[src/rtl/rggen_rtl_pkg.sv]
// Shared types for the rggen register-bus slice: bus direction/status encodings
// and the AXI4-Lite adapter state machine.
package rggen_rtl_pkg;

    typedef enum logic {
        RGGEN_READ  = 1'b0,
        RGGEN_WRITE = 1'b1
    } rggen_direction;

    // AXI response encoding so status can be returned on B/R without translation
    typedef enum logic [1:0] {
        RGGEN_OKAY         = 2'b00,
        RGGEN_EXOKAY       = 2'b01,
        RGGEN_SLAVE_ERROR  = 2'b10,
        RGGEN_DECODE_ERROR = 2'b11
    } rggen_status;

    typedef enum logic [1:0] {
        IDLE,
        BUS_ACCESS,
        WAIT_B,
        WAIT_R
    } rggen_adapter_state;

endpackage

[src/rtl/rggen_bus_if.sv]
// Single-outstanding register bus between a host adapter and rggen_bus_splitter.
interface rggen_bus_if #(
    parameter int ADDRESS_WIDTH = 16,
    parameter int DATA_WIDTH    = 32
);
    import rggen_rtl_pkg::*;

    logic                        request;
    logic [ADDRESS_WIDTH-1:0]    address;
    rggen_direction              direction;
    logic [DATA_WIDTH-1:0]       write_data;
    logic [DATA_WIDTH/8-1:0]     write_strobe;
    logic                        done;
    logic [DATA_WIDTH-1:0]       read_data;
    rggen_status                 status;

    modport master (
        output request, address, direction, write_data, write_strobe,
        input  done, read_data, status
    );

    modport slave (
        input  request, address, direction, write_data, write_strobe,
        output done, read_data, status
    );

endinterface

[src/rtl/rggen_axi4lite_adapter.sv]
// AXI4-Lite slave to rggen_bus_if master: 1-entry AW/W/AR buffers, alternating
// read/write arbitration, one bus access in flight, B/R held until accepted.
module rggen_axi4lite_adapter
    import rggen_rtl_pkg::*;
#(
    parameter int ADDRESS_WIDTH = 16,
    parameter int DATA_WIDTH    = 32
) (
    input  logic                        clk,
    input  logic                        rst_n,
    input  logic                        awvalid,
    output logic                        awready,
    input  logic [ADDRESS_WIDTH-1:0]    awaddr,
    input  logic [2:0]                  awprot,
    input  logic                        wvalid,
    output logic                        wready,
    input  logic [DATA_WIDTH-1:0]       wdata,
    input  logic [DATA_WIDTH/8-1:0]     wstrb,
    output logic                        bvalid,
    input  logic                        bready,
    output logic [1:0]                  bresp,
    input  logic                        arvalid,
    output logic                        arready,
    input  logic [ADDRESS_WIDTH-1:0]    araddr,
    input  logic [2:0]                  arprot,
    output logic                        rvalid,
    input  logic                        rready,
    output logic [DATA_WIDTH-1:0]       rdata,
    output logic [1:0]                  rresp,
    rggen_bus_if.master                 bus_if
);

    localparam int STROBE_WIDTH = DATA_WIDTH / 8;
    localparam logic [ADDRESS_WIDTH-1:0] ADDR_MASK = ADDRESS_WIDTH'(STROBE_WIDTH - 1);

    rggen_adapter_state             state_q, state_d;
    logic                           aw_full_q, aw_full_d, w_full_q, w_full_d, ar_full_q, ar_full_d;
    logic                           awready_q, awready_d, wready_q, wready_d, arready_q, arready_d;
    logic [ADDRESS_WIDTH-1:0]       aw_addr_q, aw_addr_d, ar_addr_q, ar_addr_d;
    logic [DATA_WIDTH-1:0]          w_data_q, w_data_d;
    logic [STROBE_WIDTH-1:0]        w_strb_q, w_strb_d;
    logic                           prefer_write_q, prefer_write_d;
    logic [ADDRESS_WIDTH-1:0]       addr_q, addr_d;
    rggen_direction                 dir_q, dir_d;
    logic [DATA_WIDTH-1:0]          wdata_q, wdata_d, rdata_q, rdata_d;
    logic [STROBE_WIDTH-1:0]        wstrb_q, wstrb_d;
    logic [1:0]                     resp_q, resp_d;
    logic                           aw_hs, w_hs, ar_hs, wr_ok, rd_ok, grant_wr;
    logic                           unused_prot;

    assign unused_prot = ^{awprot, arprot};

    always_comb begin
        state_d        = state_q;
        aw_full_d      = aw_full_q;
        w_full_d       = w_full_q;
        ar_full_d      = ar_full_q;
        aw_addr_d      = aw_addr_q;
        ar_addr_d      = ar_addr_q;
        w_data_d       = w_data_q;
        w_strb_d       = w_strb_q;
        prefer_write_d = prefer_write_q;
        addr_d         = addr_q;
        dir_d          = dir_q;
        wdata_d        = wdata_q;
        wstrb_d        = wstrb_q;
        rdata_d        = rdata_q;
        resp_d         = resp_q;
        wr_ok          = 1'b0;
        rd_ok          = 1'b0;
        grant_wr       = 1'b0;

        aw_hs = awvalid && awready_q;
        w_hs  = wvalid  && wready_q;
        ar_hs = arvalid && arready_q;
        if (aw_hs) begin aw_full_d = 1'b1; aw_addr_d = awaddr; end
        if (w_hs)  begin w_full_d  = 1'b1; w_data_d = wdata; w_strb_d = wstrb; end
        if (ar_hs) begin ar_full_d = 1'b1; ar_addr_d = araddr; end

        case (state_q)
            IDLE: begin
                // A handshake in this cycle makes its buffer eligible immediately (bypass)
                wr_ok    = (aw_full_q || aw_hs) && (w_full_q || w_hs);
                rd_ok    = ar_full_q || ar_hs;
                grant_wr = wr_ok && (!rd_ok || prefer_write_q);
                if (wr_ok && rd_ok) prefer_write_d = !prefer_write_q;
                if (grant_wr) begin
                    aw_full_d = 1'b0;
                    w_full_d  = 1'b0;
                    addr_d    = (aw_full_q ? aw_addr_q : awaddr) & ~ADDR_MASK;
                    dir_d     = RGGEN_WRITE;
                    wdata_d   = w_full_q ? w_data_q : wdata;
                    wstrb_d   = w_full_q ? w_strb_q : wstrb;
                    state_d   = BUS_ACCESS;
                end else if (rd_ok) begin
                    ar_full_d = 1'b0;
                    addr_d    = (ar_full_q ? ar_addr_q : araddr) & ~ADDR_MASK;
                    dir_d     = RGGEN_READ;
                    wdata_d   = '0;
                    wstrb_d   = '0;
                    state_d   = BUS_ACCESS;
                end
            end
            BUS_ACCESS: begin
                if (bus_if.done) begin
                    resp_d = bus_if.status;
                    if (dir_q == RGGEN_READ) rdata_d = bus_if.read_data;
                    state_d = (dir_q == RGGEN_WRITE) ? WAIT_B : WAIT_R;
                end
            end
            WAIT_B:  if (bready) state_d = IDLE;
            WAIT_R:  if (rready) state_d = IDLE;
            default: state_d = IDLE;
        endcase

        awready_d = !aw_full_d;
        wready_d  = !w_full_d;
        arready_d = !ar_full_d;
    end

    always_ff @(posedge clk or negedge rst_n) begin
        if (!rst_n) begin
            state_q        <= IDLE;
            aw_full_q      <= 1'b0;
            w_full_q       <= 1'b0;
            ar_full_q      <= 1'b0;
            awready_q      <= 1'b0;
            wready_q       <= 1'b0;
            arready_q      <= 1'b0;
            aw_addr_q      <= '0;
            ar_addr_q      <= '0;
            w_data_q       <= '0;
            w_strb_q       <= '0;
            prefer_write_q <= 1'b1;
            addr_q         <= '0;
            dir_q          <= RGGEN_READ;
            wdata_q        <= '0;
            wstrb_q        <= '0;
            rdata_q        <= '0;
            resp_q         <= '0;
        end else begin
            state_q        <= state_d;
            aw_full_q      <= aw_full_d;
            w_full_q       <= w_full_d;
            ar_full_q      <= ar_full_d;
            awready_q      <= awready_d;
            wready_q       <= wready_d;
            arready_q      <= arready_d;
            aw_addr_q      <= aw_addr_d;
            ar_addr_q      <= ar_addr_d;
            w_data_q       <= w_data_d;
            w_strb_q       <= w_strb_d;
            prefer_write_q <= prefer_write_d;
            addr_q         <= addr_d;
            dir_q          <= dir_d;
            wdata_q        <= wdata_d;
            wstrb_q        <= wstrb_d;
            rdata_q        <= rdata_d;
            resp_q         <= resp_d;
        end
    end

    assign awready             = awready_q;
    assign wready              = wready_q;
    assign arready             = arready_q;
    assign bvalid              = (state_q == WAIT_B);
    assign rvalid              = (state_q == WAIT_R);
    assign bresp               = resp_q;
    assign rresp               = resp_q;
    assign rdata               = rdata_q;
    assign bus_if.request      = (state_q == BUS_ACCESS);
    assign bus_if.address      = addr_q;
    assign bus_if.direction    = dir_q;
    assign bus_if.write_data   = wdata_q;
    assign bus_if.write_strobe = wstrb_q;

    a_request_stable: assert property (@(posedge clk) disable iff (!rst_n)
        (bus_if.request && !bus_if.done) |=> (bus_if.request && $stable(bus_if.address) &&
        $stable(bus_if.direction) && $stable(bus_if.write_data) && $stable(bus_if.write_strobe)));
    a_resp_exclusive: assert property (@(posedge clk) disable iff (!rst_n) !(bvalid && rvalid));
    a_done_in_request: assert property (@(posedge clk) disable iff (!rst_n) bus_if.done |-> bus_if.request);

endmodule

[src/flat_wrapper.sv]
// flat-port wrapper written by rule: the top's interface ports become plain ports
module rggen_axi4lite_adapter_flat import rggen_rtl_pkg::*;
#(
    parameter int ADDRESS_WIDTH = 16,
    parameter int DATA_WIDTH    = 32
)
  (clk, rst_n, awvalid, awready, awaddr, awprot, wvalid, wready, wdata, wstrb, bvalid, bready, bresp, arvalid, arready, araddr, arprot, rvalid, rready, rdata, rresp, bus_if_request, bus_if_address, bus_if_direction, bus_if_write_data, bus_if_write_strobe, bus_if_done, bus_if_read_data, bus_if_status);
  rggen_bus_if #(.ADDRESS_WIDTH(ADDRESS_WIDTH), .DATA_WIDTH(DATA_WIDTH)) bus_if_i ();
  input  logic clk;
  input  logic rst_n;
  input  logic awvalid;
  output logic awready;
  input  logic [ADDRESS_WIDTH-1:0] awaddr;
  input  logic [2:0] awprot;
  input  logic wvalid;
  output logic wready;
  input  logic [DATA_WIDTH-1:0] wdata;
  input  logic [DATA_WIDTH/8-1:0] wstrb;
  output logic bvalid;
  input  logic bready;
  output logic [1:0] bresp;
  input  logic arvalid;
  output logic arready;
  input  logic [ADDRESS_WIDTH-1:0] araddr;
  input  logic [2:0] arprot;
  output logic rvalid;
  input  logic rready;
  output logic [DATA_WIDTH-1:0] rdata;
  output logic [1:0] rresp;
  output wire logic [$bits(bus_if_i.request)-1:0] bus_if_request;
  output wire logic [$bits(bus_if_i.address)-1:0] bus_if_address;
  output wire logic [$bits(bus_if_i.direction)-1:0] bus_if_direction;
  output wire logic [$bits(bus_if_i.write_data)-1:0] bus_if_write_data;
  output wire logic [$bits(bus_if_i.write_strobe)-1:0] bus_if_write_strobe;
  input wire logic [$bits(bus_if_i.done)-1:0] bus_if_done;
  input wire logic [$bits(bus_if_i.read_data)-1:0] bus_if_read_data;
  input wire logic [$bits(bus_if_i.status)-1:0] bus_if_status;
  assign bus_if_request = bus_if_i.request;
  assign bus_if_address = bus_if_i.address;
  assign bus_if_direction = bus_if_i.direction;
  assign bus_if_write_data = bus_if_i.write_data;
  assign bus_if_write_strobe = bus_if_i.write_strobe;
  assign bus_if_i.done = bus_if_done;
  assign bus_if_i.read_data = bus_if_read_data;
  assign bus_if_i.status = bus_if_status;
  rggen_axi4lite_adapter #(.ADDRESS_WIDTH(ADDRESS_WIDTH), .DATA_WIDTH(DATA_WIDTH)) u_core (.clk(clk), .rst_n(rst_n), .awvalid(awvalid), .awready(awready), .awaddr(awaddr), .awprot(awprot), .wvalid(wvalid), .wready(wready), .wdata(wdata), .wstrb(wstrb), .bvalid(bvalid), .bready(bready), .bresp(bresp), .arvalid(arvalid), .arready(arready), .araddr(araddr), .arprot(arprot), .rvalid(rvalid), .rready(rready), .rdata(rdata), .rresp(rresp), .bus_if(bus_if_i));
endmodule
[config.mk]
export PLATFORM = sky130hd
export DESIGN_NAME = rggen_axi4lite_adapter_flat
export DESIGN_NICKNAME = d
export VERILOG_FILES = /design/src/rtl/rggen_rtl_pkg.sv /design/src/rtl/rggen_bus_if.sv /design/src/rtl/rggen_axi4lite_adapter.sv /design/src/flat_wrapper.sv
export SDC_FILE = /design/constraint.sdc
export NUM_CORES = 1
export LEC_CHECK = 0
export ABC_AREA = 1
export CAP_MARGIN = 20
export CORE_MARGIN = 10
export CORE_UTILIZATION = 50
export CTS_CLUSTER_DIAMETER = 30
export CTS_CLUSTER_SIZE = 8
export DETAILED_ROUTE_END_ITERATION = 8
export MAX_ROUTING_LAYER = met4
export PLACE_DENSITY = 0.84
export SETUP_SLACK_MARGIN = 0.15
export SLEW_MARGIN = 15
export SYNTH_ARGS = -nofsm -noshare
export SYNTH_HDL_FRONTEND = slang
export SYNTH_SLANG_ARGS = --single-unit
[constraint.sdc]
create_clock -name clk -period 2.3 [get_ports clk]
set_input_delay 0.46 -clock clk [delete_from_list [all_inputs] [get_ports clk]]
set_output_delay 0.46 -clock clk [all_outputs]
set_load 0.005 [all_outputs]
======== Yosys cells after proc, flatten, opt, wreduce, memory -nomap -nowiden ========
Cells that the tools add are included.
Widths: inputs -> output; s select.
word-level totals
  bits in registers ....................... 164
  input bits .............................. 116
  output and inout bits ................... 95
  logic and storage cells ................. 77
cells by class
  equal/unequal tests ..................... 7
  mux-type cells .......................... 29
  bitwise operators ....................... 1
  reductions and logical operators ........ 22
operators with widths
  operator            number
  $mux 32             3
  $mux 16             4
  $mux 1              13
  $mux 4              3
  $mux 2              5
  $pmux 2 s4          1
  $logic_and 1x1->1   6
  $ne 2x1->1 const B  3
  $reduce_and 2->1    3
  $logic_not 1->1     5
  $eq 2x2->1 const B  2
  $logic_or 1x1->1    4
  $reduce_and 4->1    1
  $ne 3x1->1 const B  1
  $reduce_and 3->1    1
  $eq 2x1->1 const B  1
  $logic_not 2->1     1
  $reduce_bool 2->1   1
  $not 1->1           1

======== Depth between registers and ports, before layout ========
  depth in word-level cells ............... 8
  gate-level depth with buffers ........... 10
  gate-level depth less buffers ........... 9

======== Worst setup path before layout ========
OpenSTA, ideal clock, no wires.
  kind .................................... input to register
  start point ............................. input port arvalid
  end point ............................... register u_core.addr_q[10], in the netlist u_core.bus_if.address[10]
  data arrival time ....................... 1.286 ns
  path slack .............................. 0.896 ns
  stages .................................. 7
  cell sequence ........................... nand2_1 nand2_1 nand2_1 clkbuf_1 nand3_1 nand3_1 nand2_1
on the way
  longest elaborated chain between the ends .. 7
  elaborated cells between the ends (all ways) .. 8
RTL lines
  element                             line                           text
  from (decl)                         flat_wrapper.sv:22             input logic arvalid;
  $logic_and 1x1->1 (*)               rggen_axi4lite_adapter.sv:75   ar_hs = arvalid && arready_q;
  $logic_or 1x1->1 (*)                rggen_axi4lite_adapter.sv:84   rd_ok = ar_full_q || ar_hs;
  $logic_not 1->1                     rggen_axi4lite_adapter.sv:85   grant_wr = wr_ok && (!rd_ok || prefer_write_q);
  $logic_or 1x1->1                    rggen_axi4lite_adapter.sv:85
  $logic_and 1x1->1                   rggen_axi4lite_adapter.sv:85
  $reduce_bool 2->1 (no source line)  --
  $reduce_and 2->1 (no source line)   --
  to (signal assigned)                rggen_axi4lite_adapter.sv:154  addr_q <= addr_d;
  to (decl)                           rggen_axi4lite_adapter.sv:43   logic [ADDRESS_WIDTH-1:0] addr_q, addr_d;
Every way passes the cells marked *; elsewhere a longest branch is shown, timed or not.
A chain may end at the register's enable or synchronous reset.

======== Worst setup path after layout ========
  start point ............................. register u_core.state_q[0]
  end point ............................... output port bvalid
on the way
  longest elaborated chain between the ends .. 1
RTL lines
  element                 line                           text
  from (decl)             rggen_axi4lite_adapter.sv:36   rggen_adapter_state state_q, state_d;
  from (signal assigned)  rggen_axi4lite_adapter.sv:142  state_q <= state_d;
  $eq 2x2->1              rggen_axi4lite_adapter.sv:166  assign bvalid = (state_q == WAIT_B);
  to (decl)               flat_wrapper.sv:19             output logic bvalid;
Every way passes these cells.

==> results by group <==
Outcome
  • Outcome: finished, final reports clean

Timing
  • Slew HR: a little over a third
  • Final Setup Violations: 0
  • Hold Fails Final Rpt: 0
  • Setup TNS: 0 ns
  • Pins Over Slew Limit: 0
  • FMAX: about 0.49 GHz
  • Worst Skew: 0.00865 ns
  • Post-layout min period: 2.05 ns
  • Min Hold Slack: about 0.47 ns
  • Period utilisation layout: 89.3%
  • Actual slew at the worst max-slew pin: between 0.9 and 1 ns
  • RSZ-0062 raised after global routing: true

Global route
  • Largest net degree at the start of global routing: 73
  • Vias in the first global route: 6374
  • Gr usage total: a little over a fifth
  • First-pass GRT wire length: 32300 um
  • Antenna violations before repair: 0
  • Grt ovf: 0

Placed design
  • Placed insts: between 1000 and 1500
  • Routability-driven placement congestion ratio: 0.832
  • I/O Buffers: 198
  • HPWL Detailed: 13400 um

Floorplan
  • Core ar.: 0.0138 sq mm
  • Initial Util: ~51%
  • Die area: 0.0192 sq mm
  • Die Y: 138 um
  • Die Span X: 138 um
  • IO Pins: 211
  • Row cnt: 43

Clocking
  • Post-CTS Setup Bufs: 0
  • Clk slew on worst S/H paths: 0.06 ns
  • CTS sink count: approximately 160
  • TritonCTS clock tree: yes
  • H-tree levels: 4
  • Number of buffers created by CTS: 17
  • CTS max path bufs: 2
  • Clk Latency, worst-skew pair: 0.42 ns
  • Clock root buffer: clkbuf_16

Cells and area
  • Commonest non-fill, non-tap cells in the layout: nand2_1, clkdlybuf4s50_1, dfrtp_1
  • Layout cell share with drive strength beyond 1: 6.30%
  • Area Growth Syn to Fin: 38.8%
  • Antenna diodes: 0
  • Final Net Count: 1166
  • Final std cells w/o fill: 1243
  • Commonest non-fill, non-tap cell in the layout: nand2_1

Logic synthesis
  • Gate count of the mapped netlist: 867
  • Synth Warn #: 0
  • Post-synth cell types: 22
  • Seq/Total Area, Yosys: 56.4%
  • Mapped Area: 0.00702 sq mm
  • FF+latch count, synth: about 160
  • Mean Syn Cell Area: 8.09 sq um

Routing
  • ANT nets after route: 0
  • Initial DRC count: between 300 and 400
  • First-pass iteration count of the detailed router: 5
  • DR vias/cell: ~5.0
  • Post-route DRC: 0
  • Detailed-route via count: 6225
  • Drt total wl: 19300 um
  • Routed len/inst: 15.5 um

Worst setup path
  • Startpoint types: flip-flop
  • Setup crit end kind: output port
  • CP required: roughly 1.8 ns
  • Worst Path Max Fanout: 5
  • CP arrival: roughly 1.6 ns
  • WS Path Type: reg -> out

Pwr
  • Pwr Density: 1380 mW/mm^2
  • Pleak: just under 5 nW
  • Maximum vdd drop: roughly 800 uV

Run
  • Max-cap violations: 0

Worst hold path
  • Worst hold path type: reg -> reg
[cell usage after synthesis (all sizes together)]
cell / count / area (sq um)
a21oi: 11 / 66.3
buf: 29 / 179
clkbuf: 27 / 101
clkinv: 1 / 3.75
conb: 1 / 3.75
dfrtp: 157 / 3930
dfstp: 1 / 26.3
inv: 84 / 318
nand2: 323 / 1230
nand3: 99 / 495
nand4: 1 / 6.26
nor2: 12 / 47.6
o21ai: 120 / 601
xor2: 1 / 8.76
[critical path: stages (launching register included)]
cell	delay, ns
dfrtp_1	0.45
nor2_1	0.17
clkdlybuf4s50_1	0.56
[routing by layer]
metal	GRT usage [%]	vias to the layer above	part of all wire, %	routed length [um]
met5	-	-	0	0
li1	-	3085	-	-
met1	24.7	2901	42	8110
met3	6.23	31	6.7	1290
met4	7.60	0	2.4	465
met2	33.1	208	49	9410
[repair_timing]
action                                 CTS  global route
gates resized for setup                  0             2
endpoints found under the hold margin   33             0
setup endpoints to repair                0             2
hold buffers                             1             0
[where the power goes]
| part | switching, mW | total, mW | internal (mW) |
|---|---|---|---|
| combinational | 3.24 | 5.90 | 2.66 |
| clock | 1.11 | 2.75 | 1.65 |
| sequential | 0.707 | 4.81 | 4.11 |
[area by class of cell]
| cell class | instances | area, sq um |
|---|---|---|
| clock inverter | 11 | 118 |
| multi-input combinational | 569 | 2470 |
| sequential | 158 | 3960 |
| timing repair buffer | 219 | 2180 |
| inverter | 85 | 322 |
| clock buffer | 21 | 460 |
| fill | 1112 | 4090 |
| tap | 180 | 225 |
[final timing paths]
kind / slack (ns) / endpoint / start / cells after the start
setup reg to reg: 0.46 / u_core.bus_if.address[4] / u_core.aw_full_q / 7
hold / removal: 0.47 / u_core.rdata[25] / u_core.rdata[25] / 2
hold reg to reg: 0.47 / u_core.rdata[25] / u_core.rdata[25] / 2
max in group asynchronous: 1.15 / u_core.w_data_q[11] / rst_n / 3
min in group asynchronous: 0.52 / u_core.rdata[14] / rst_n / 2
setup / recovery: 0.25 / bvalid / u_core.state_q[0] / 2
[metrics by stage]
stage | worst slack, ns | power [mW] | util, % | instance area, sq um
floorplan | 0.896 | 7.98 | - | 7020
global placement | 0.0809 | 10.6 | 66.1 | 9140
detailed placement | 0.00324 | 10.8 | 66.1 | 9140
CTS | 0.192 | 13.6 | 70.4 | 9730
global route | 0.112 | 14.6 | 70.4 | 9740
finish | 0.247 | 13.5 | 70.4 | 9740
[logic make-up after synthesis]
group | after synthesis | synth area share, %
and+or+nand+nor | 435 | 25.4
DFF | 158 | 56.4
other | 1 | 0.0535
AOI/OAI and AO/OA | 131 | 9.51
xor gates and xnor gates | 1 | 0.125
buffers and inverters | 141 | 8.58
[sequential cells by signal (all words and copies together) (netlist names), 2 cells and up]
signal / flops
u_core.bus_if.write_data: 32
u_core.rdata: 32
u_core.w_data_q: 32
u_core.ar_addr_q: 14
u_core.aw_addr_q: 14
u_core.bus_if.address: 14
u_core.bus_if.write_strobe: 4
u_core.w_strb_q: 4
u_core.bresp: 2
u_core.state_q: 2
(Power assumes the default switching activity.)
